## src/rtl/bp_pkg.sv

```systemverilog
// Shared helpers for the multi-slot direction predictor: counter reset value,
// saturating counter update and PC field extraction.
package bp_pkg;

    localparam int CNT_WIDTH_DEF = 2;
    localparam int CNT_INIT      = (1 << (CNT_WIDTH_DEF - 1)) - 1;

    // Weakly not-taken value for a counter of the given width.
    function automatic int cnt_init(input int cnt_w);
        return (1 << (cnt_w - 1)) - 1;
    endfunction

    function automatic int sat_upd(input int cnt, input logic up, input int cnt_w);
        int max_v;
        max_v = (1 << cnt_w) - 1;
        if (up)
            return (cnt == max_v) ? cnt : cnt + 1;
        else
            return (cnt == 0) ? cnt : cnt - 1;
    endfunction

    function automatic int pc_idx(input logic [63:0] pc, input int idx_depth, input int sb);
        return int'((pc >> (sb + 2)) & ((64'd1 << idx_depth) - 64'd1));
    endfunction

    function automatic int pc_slot(input logic [63:0] pc, input int sb);
        return int'((pc >> 2) & ((64'd1 << sb) - 64'd1));
    endfunction

endpackage

```

## src/rtl/local_hist_table.sv

```systemverilog
// Per-slot local history table: speculative and committed histories, trained
// bits and one saturating counter per (entry, history value).
module local_hist_table
    import bp_pkg::*;
#(
    parameter int IDX_DEPTH  = 5,
    parameter int HIST_WIDTH = 2,
    parameter int CNT_WIDTH  = 2
) (
    input  logic                 clk,
    input  logic                 rstn,
    input  logic [IDX_DEPTH-1:0] rd_idx,
    output logic                 rd_trained,
    output logic                 rd_pred,
    input  logic                 spec_we,
    input  logic                 spec_bit,
    input  logic                 tr_we,
    input  logic [IDX_DEPTH-1:0] tr_idx,
    input  logic                 tr_taken,
    input  logic                 repair
);
    localparam int ENTRIES = 1 << IDX_DEPTH;
    localparam int HSTATES = 1 << HIST_WIDTH;
    localparam logic [CNT_WIDTH-1:0] CNT_RST = CNT_WIDTH'(cnt_init(CNT_WIDTH));

    logic [HIST_WIDTH-1:0] spec_hist_q [ENTRIES];
    logic [HIST_WIDTH-1:0] spec_hist_d [ENTRIES];
    logic [HIST_WIDTH-1:0] com_hist_q  [ENTRIES];
    logic [HIST_WIDTH-1:0] com_hist_d  [ENTRIES];
    logic [CNT_WIDTH-1:0]  ctr_q [ENTRIES][HSTATES];
    logic [CNT_WIDTH-1:0]  ctr_d [ENTRIES][HSTATES];
    logic [ENTRIES-1:0]    trained_q, trained_d;
    logic [HIST_WIDTH-1:0] rd_hist, tr_hist;

    assign rd_hist    = spec_hist_q[rd_idx];
    assign tr_hist    = com_hist_q[tr_idx];
    assign rd_trained = trained_q[rd_idx];
    assign rd_pred    = ctr_q[rd_idx][rd_hist][CNT_WIDTH-1];

    always_comb begin
        spec_hist_d = spec_hist_q;
        com_hist_d  = com_hist_q;
        ctr_d       = ctr_q;
        trained_d   = trained_q;
        if (tr_we) begin
            ctr_d[tr_idx][tr_hist] =
                CNT_WIDTH'(sat_upd(int'(ctr_q[tr_idx][tr_hist]), tr_taken, CNT_WIDTH));
            com_hist_d[tr_idx] = HIST_WIDTH'({tr_hist, tr_taken});
            trained_d[tr_idx]  = 1'b1;
        end
        // Repair restores from the committed copy including this cycle's training,
        // and overrides the fetch-side speculative shift.
        if (repair)
            spec_hist_d = com_hist_d;
        else if (spec_we)
            spec_hist_d[rd_idx] = HIST_WIDTH'({rd_hist, spec_bit});
    end

    always_ff @(posedge clk or negedge rstn) begin
        if (!rstn) begin
            trained_q <= '0;
            for (int i = 0; i < ENTRIES; i++) begin
                spec_hist_q[i] <= '0;
                com_hist_q[i]  <= '0;
                for (int h = 0; h < HSTATES; h++)
                    ctr_q[i][h] <= CNT_RST;
            end
        end else begin
            spec_hist_q <= spec_hist_d;
            com_hist_q  <= com_hist_d;
            ctr_q       <= ctr_d;
            trained_q   <= trained_d;
        end
    end

endmodule

```

## src/rtl/multi_slot_predictor.sv

```systemverilog
// Fetch-stage direction predictor for an aligned SLOTS-wide fetch group:
// per-slot local-history tables, first-taken priority select and next-PC mux.
module multi_slot_predictor
    import bp_pkg::*;
#(
    parameter int ADDR_WIDTH = 32,
    parameter int SLOTS      = 2,
    parameter int IDX_DEPTH  = 5,
    parameter int HIST_WIDTH = 2,
    parameter int CNT_WIDTH  = 2,
    localparam int SB        = $clog2(SLOTS)
) (
    input  logic                        clk,
    input  logic                        rstn,
    input  logic                        en,
    input  logic [ADDR_WIDTH-1:0]       pc_now,
    input  logic [SLOTS-1:0]            exist,
    input  logic [SLOTS*ADDR_WIDTH-1:0] target,
    input  logic                        ex_vld,
    input  logic [ADDR_WIDTH-1:0]       ex_pc,
    input  logic                        ex_taken,
    input  logic                        ex_wrong,
    output logic [ADDR_WIDTH-1:0]       pc_new,
    output logic                        branch,
    output logic [SB-1:0]               slot,
    output logic                        known
);
    localparam int GW = ADDR_WIDTH - SB - 2;

    logic [IDX_DEPTH-1:0]  idx_now, idx_ex;
    logic [SB-1:0]         slot_now, slot_ex;
    logic [SLOTS-1:0]      active, trained, pred, dir, spec_we;
    logic [ADDR_WIDTH-1:0] tgt [SLOTS];
    logic                  repair, taken_seen;

    assign idx_now  = IDX_DEPTH'(pc_idx(64'(pc_now), IDX_DEPTH, SB));
    assign idx_ex   = IDX_DEPTH'(pc_idx(64'(ex_pc), IDX_DEPTH, SB));
    assign slot_now = SB'(pc_slot(64'(pc_now), SB));
    assign slot_ex  = SB'(pc_slot(64'(ex_pc), SB));
    assign repair   = ex_vld & ex_wrong;
    assign known    = |active;

    for (genvar s = 0; s < SLOTS; s++) begin : g_slot
        assign tgt[s]    = target[s*ADDR_WIDTH +: ADDR_WIDTH];
        assign active[s] = exist[s] && (s >= int'(slot_now));
        // Untrained slots fall back to backward-taken / forward-not-taken.
        assign dir[s]    = active[s] &&
                           (trained[s] ? pred[s]
                                       : (tgt[s][ADDR_WIDTH-1:2] < pc_now[ADDR_WIDTH-1:2]));

        local_hist_table #(
            .IDX_DEPTH  (IDX_DEPTH),
            .HIST_WIDTH (HIST_WIDTH),
            .CNT_WIDTH  (CNT_WIDTH)
        ) u_tbl (
            .clk        (clk),
            .rstn       (rstn),
            .rd_idx     (idx_now),
            .rd_trained (trained[s]),
            .rd_pred    (pred[s]),
            .spec_we    (spec_we[s]),
            .spec_bit   (dir[s]),
            .tr_we      (ex_vld && (slot_ex == SB'(s))),
            .tr_idx     (idx_ex),
            .tr_taken   (ex_taken),
            .repair     (repair)
        );
    end

    always_comb begin
        branch = 1'b0;
        slot   = '0;
        pc_new = {pc_now[ADDR_WIDTH-1:SB+2] + GW'(1), (SB+2)'(0)};
        for (int s = SLOTS - 1; s >= 0; s--) begin
            if (dir[s]) begin
                branch = 1'b1;
                slot   = SB'(s);
                pc_new = {tgt[s][ADDR_WIDTH-1:2], 2'b00};
            end
        end
    end

    // Speculative history shifts only for slots up to and including the first taken one.
    always_comb begin
        spec_we    = '0;
        taken_seen = 1'b0;
        for (int s = 0; s < SLOTS; s++) begin
            if (!taken_seen && active[s] && trained[s])
                spec_we[s] = en;
            if (dir[s])
                taken_seen = 1'b1;
        end
    end

endmodule

```

## config.mk

```make
export PLATFORM = sky130hd
export DESIGN_NAME = multi_slot_predictor
export DESIGN_NICKNAME = d
export VERILOG_FILES = /design/src/rtl/bp_pkg.sv /design/src/rtl/local_hist_table.sv /design/src/rtl/multi_slot_predictor.sv
export SDC_FILE = /design/constraint.sdc
export NUM_CORES = 2
export LEC_CHECK = 0
export ABC_AREA = 1
export BUFFER_PORTS_ARGS = -buffer_cell sky130_fd_sc_hd__buf_2
export CAP_MARGIN = 20
export CORE_AREA = 2 2 385 349
export DETAILED_ROUTE_END_ITERATION = 8
export DIE_AREA = 0 0 387 351
export PLACE_DENSITY_LB_ADDON = 0.08
export SYNTH_ARGS = -nofsm -noshare
export SYNTH_HDL_FRONTEND = slang
export SYNTH_SLANG_ARGS = --single-unit
```

## constraint.sdc

```tcl
create_clock -name clk -period 2 [get_ports clk]
set_clock_uncertainty 0.05 [all_clocks]
set_input_delay 0 -clock clk [delete_from_list [all_inputs] [get_ports clk]]
set_output_delay 0 -clock clk [all_outputs]
set_load 0.02 [all_outputs]
```

==> summary.txt <==
Clock latency on the worst-skew pair - 0.75 ns
Async set or reset register ratio after synthesis - 100%
GR Util met1 - 49.7%
Util after Layout - 52.1%
Vias in the first global route - 50600
Port buffer count - 136
Met3 usage - 6.53%
Via count - 53700
Yosys top cell area share - 29.8%
Worst-path fanout max - 16
Routability cong. - 0.955
Critical path's slowest cell - dfrtp_1
Status - finished with violations
Reg power frac - 37.5%
Initial antenna violation count - 7
Starting Density - 36.6%
Commonest non-fill, non-tap cells in the layout - nand2_1, buf_4, dfrtp_1
Crit path kind - reg -> out
Final period demand of the worst path - 3.27 ns
Via/cell ratio - 5.39
Register clock-pin slew on the reported worst setup and hold paths - 0.07 ns
Drt drc - 0
GR Util met2 - 49.5%
Tot Pwr - 51.5 mW
Ports - 171
Area contributors post-synth - dfrtp_1, nand2_1, dfstp_2, nand3_1, a22oi_1
Seq/Total Area, Yosys - 43.7%
Psw - 17.0 mW
Slew Viols, Final - 0
Root Driver - clkbuf_16
Commonest non-fill, non-tap cell in the layout - nand2_1
Post-synth cell types - 41
CP max stage delay - 0.38 ns
Internal - 34.5 mW
Crit. End Element - primary output
Die area - 0.136 mm^2
Critical path, cell by cell - nor2_1 -> nor2_1 -> o21ai_1 -> nand2_1 -> nand2_1 -> nand2_1 -> nor2_1 -> buf_4 -> buf_6 -> nand3_2 -> nand3b_1 -> nand3b_4 -> nand2_2 -> nor2_1 -> nand2_1 -> inv_4 -> buf_12 -> nand2_1 -> nand3_2 -> buf_6
Row cnt - 127
Top cell type by total area after synthesis - dfrtp_1
Gr busiest metal - met1
Die Ht - 351 um
Mapped Cells - 6943
Layout cell share with drive strength beyond 1 - 29.6%
Worst-margin pin slew - 1.11 ns
# setup viols final - 736
Failing checks - negative setup slack
Post-synth EDFFs - 0
Largest net degree at the start of global routing - 111
P_leak - 34.2 nW
Gr usage total - 34.1%
WP data required - 1.95 ns
Layout overhead on the synthesized area - 42.2%
Sw frac - 33.0%
Total CTS buffers - 99
Most frequent CP cell - nand2_1
Clock Power Share - 36.8%
Core area - 0.132 mm^2
CTS tree - done
Final WS setup - -1.27 ns
Final Hold Viols - 0
Antenna Nets Post-Route - 0
Avg Inst Size Synth - 6.97 um^2
Initial drt markers - 5849
Comb power frac - 25.7%
DRT Pass-1 Iters - 6
Remaining global-route overflow - 0
Syn Std Cell Area - 0.0484 mm^2
First-pass GRT wire length - 344 mm
PD cells - 749 mW/mm^2
Design Area, Final - 0.0688 mm^2
Most common flop cell mapped by yosys - dfrtp_1
Fin nets - 8340
Per-cell routed wire length - 23.9 um
RSZ-0062 raised after global routing - yes
Routed WL - 238 mm
Clock sinks - 832
Yosys warns - 0
Startpoint Class - flip-flop
HPWL after DPL - 167 mm
Period utilisation layout - 163%
Placed cell areas - 0.0605 mm^2
HP Class - in -> reg
Max Root-Sink Buffers - 3
Max-Cap Viols - 0
Worst path arrival time - 3.22 ns
Die W - 387 um
Place WS - -1.17 ns
Flops & latches, synth - 832
H-tree levels - 3
Relative slew slack - 25.4%
Fmax - 306 MHz
Worst vdd ir - 649 uV
-- critical path, delay by kind of cell (launching register included) --
family	cells	cell delay, ns
compound gates	1	0.07
buf+inv	5	0.64
simple gates	14	1.38
flops	1	0.38
-- cells by family (layout without fill, tap and decap cells) --
logic type | after synthesis | count (layout) | synth area share [%]
DFF | 832 | 832 | 43.7
AOI/OAI and AO/OA | 869 | 869 | 10.6
and+or+nand+nor | 4191 | 4198 | 35.0
adders and majority gates | 62 | 62 | 1.60
other | 1 | 3 | 0.00775
xor gates and xnor gates | 25 | 25 | 0.452
buffers and inverters | 963 | 2239 | 8.62
-- cells in the mapped netlist, types with 15 or more instances --
| cell | number |
|---|---|
| nand2_1 | 2929 |
| nand3_1 | 589 |
| dfrtp_1 | 576 |
| inv_1 | 565 |
| nor2_1 | 458 |
| a21oi_1 | 307 |
| a22oi_1 | 302 |
| dfstp_2 | 256 |
| o21ai_0 | 231 |
| buf_2 | 182 |
| clkbuf_1 | 116 |
| nor3_1 | 84 |
| ha_1 | 62 |
| nand4_1 | 55 |
| or2_2 | 38 |
| buf_4 | 33 |
| buf_6 | 27 |
| xor2_1 | 25 |
| inv_2 | 18 |
| buf_1 | 17 |
| o22ai_1 | 16 |
| or2_1 | 15 |
-- per-layer routing --
| layer | share of wire, % | vias to the layer above |
|---|---|---|
| met2 | 41 | 2445 |
| met4 | 4.3 | 4 |
| met1 | 45 | 26100 |
| met3 | 9.2 | 438 |
| met5 | 0.010 | - |
| li1 | - | 24700 |
-- sequential cells by signal, summed over array words and instances, names as in the netlist --
name	count
g_slot.u_tbl.com_hist_q	128
g_slot.u_tbl.trained_q	64
g_slot.u_tbl.spec_hist_q	128
g_slot.u_tbl.ctr_q	512
-- power by group through the flow --
stage | registers [mW] | logic (mW) | clock network (mW)
floorplan | 19.3 | 5.11 | 0
global placement | 19.6 | 10.5 | 0
detailed placement | 19.6 | 10.5 | 0
CTS | 19.3 | 12.5 | 19.1
global route | 19.5 | 13.9 | 19.8
finish | 19.3 | 13.3 | 19.0
-- per-stage QoR --
stage,cells,setup TNS [ns],hold slack (ns)
final,9969,-507.46,0.0445
after global routing,9968,-604.33,0.134
after CTS,9939,-471.99,0.00439
after detailed placement,9648,-637.98,-0.128
after global placement,9648,-640.05,-0.118
after floorplan,6944,-3.27,-0.346
-- area by class of cell --
class	instances	area, um^2
tap	1741	2180
timing repair buffer	1462	14300
clock inverter	38	414
timing repair inverter	3	48.8
inverter	588	2260
multi-input combinational	5156	25600
clock buffer	148	2880
fill	12800	63200
antenna	1	2.50
sequential	832	21100
-- what timing repair did --
item / CTS / global route
hold buffers: 14 / 0
endpoints found under the setup margin: 736 / 736
endpoints found under the hold margin: 891 / 0
gates cloned: 52 / 20
gates resized for setup: 375 / 395
pin swaps: 61 / 104
buffers inserted: 41 / 25
-- path summary, 6_finish.rpt --
check	startpoint	end	slack (ns)	cells after the start
setup / recovery	g_slot[1].u_tbl.spec_hist_q[58]$_DFFE_PN0P_	pc_new[27]	-1.27	20
hold / removal	pc_now[6]	g_slot[0].u_tbl.spec_hist_q[0]$_DFFE_PN0P_	0.04	9
setup reg to reg	g_slot[1].u_tbl.ctr_q[93]$_DFFE_PN0P_	g_slot[1].u_tbl.ctr_q[152]$_DFFE_PN1P_	-1.12	21
hold reg to reg	g_slot[1].u_tbl.trained_q[26]$_DFFE_PN0P_	g_slot[1].u_tbl.trained_q[26]$_DFFE_PN0P_	0.40	2
max in group asynchronous	rstn	g_slot[1].u_tbl.ctr_q[200]$_DFFE_PN1P_	0.19	5
min in group asynchronous	rstn	g_slot[0].u_tbl.trained_q[7]$_DFFE_PN0P_	0.46	3
Note: power is estimated with default switching activity, not from simulation.
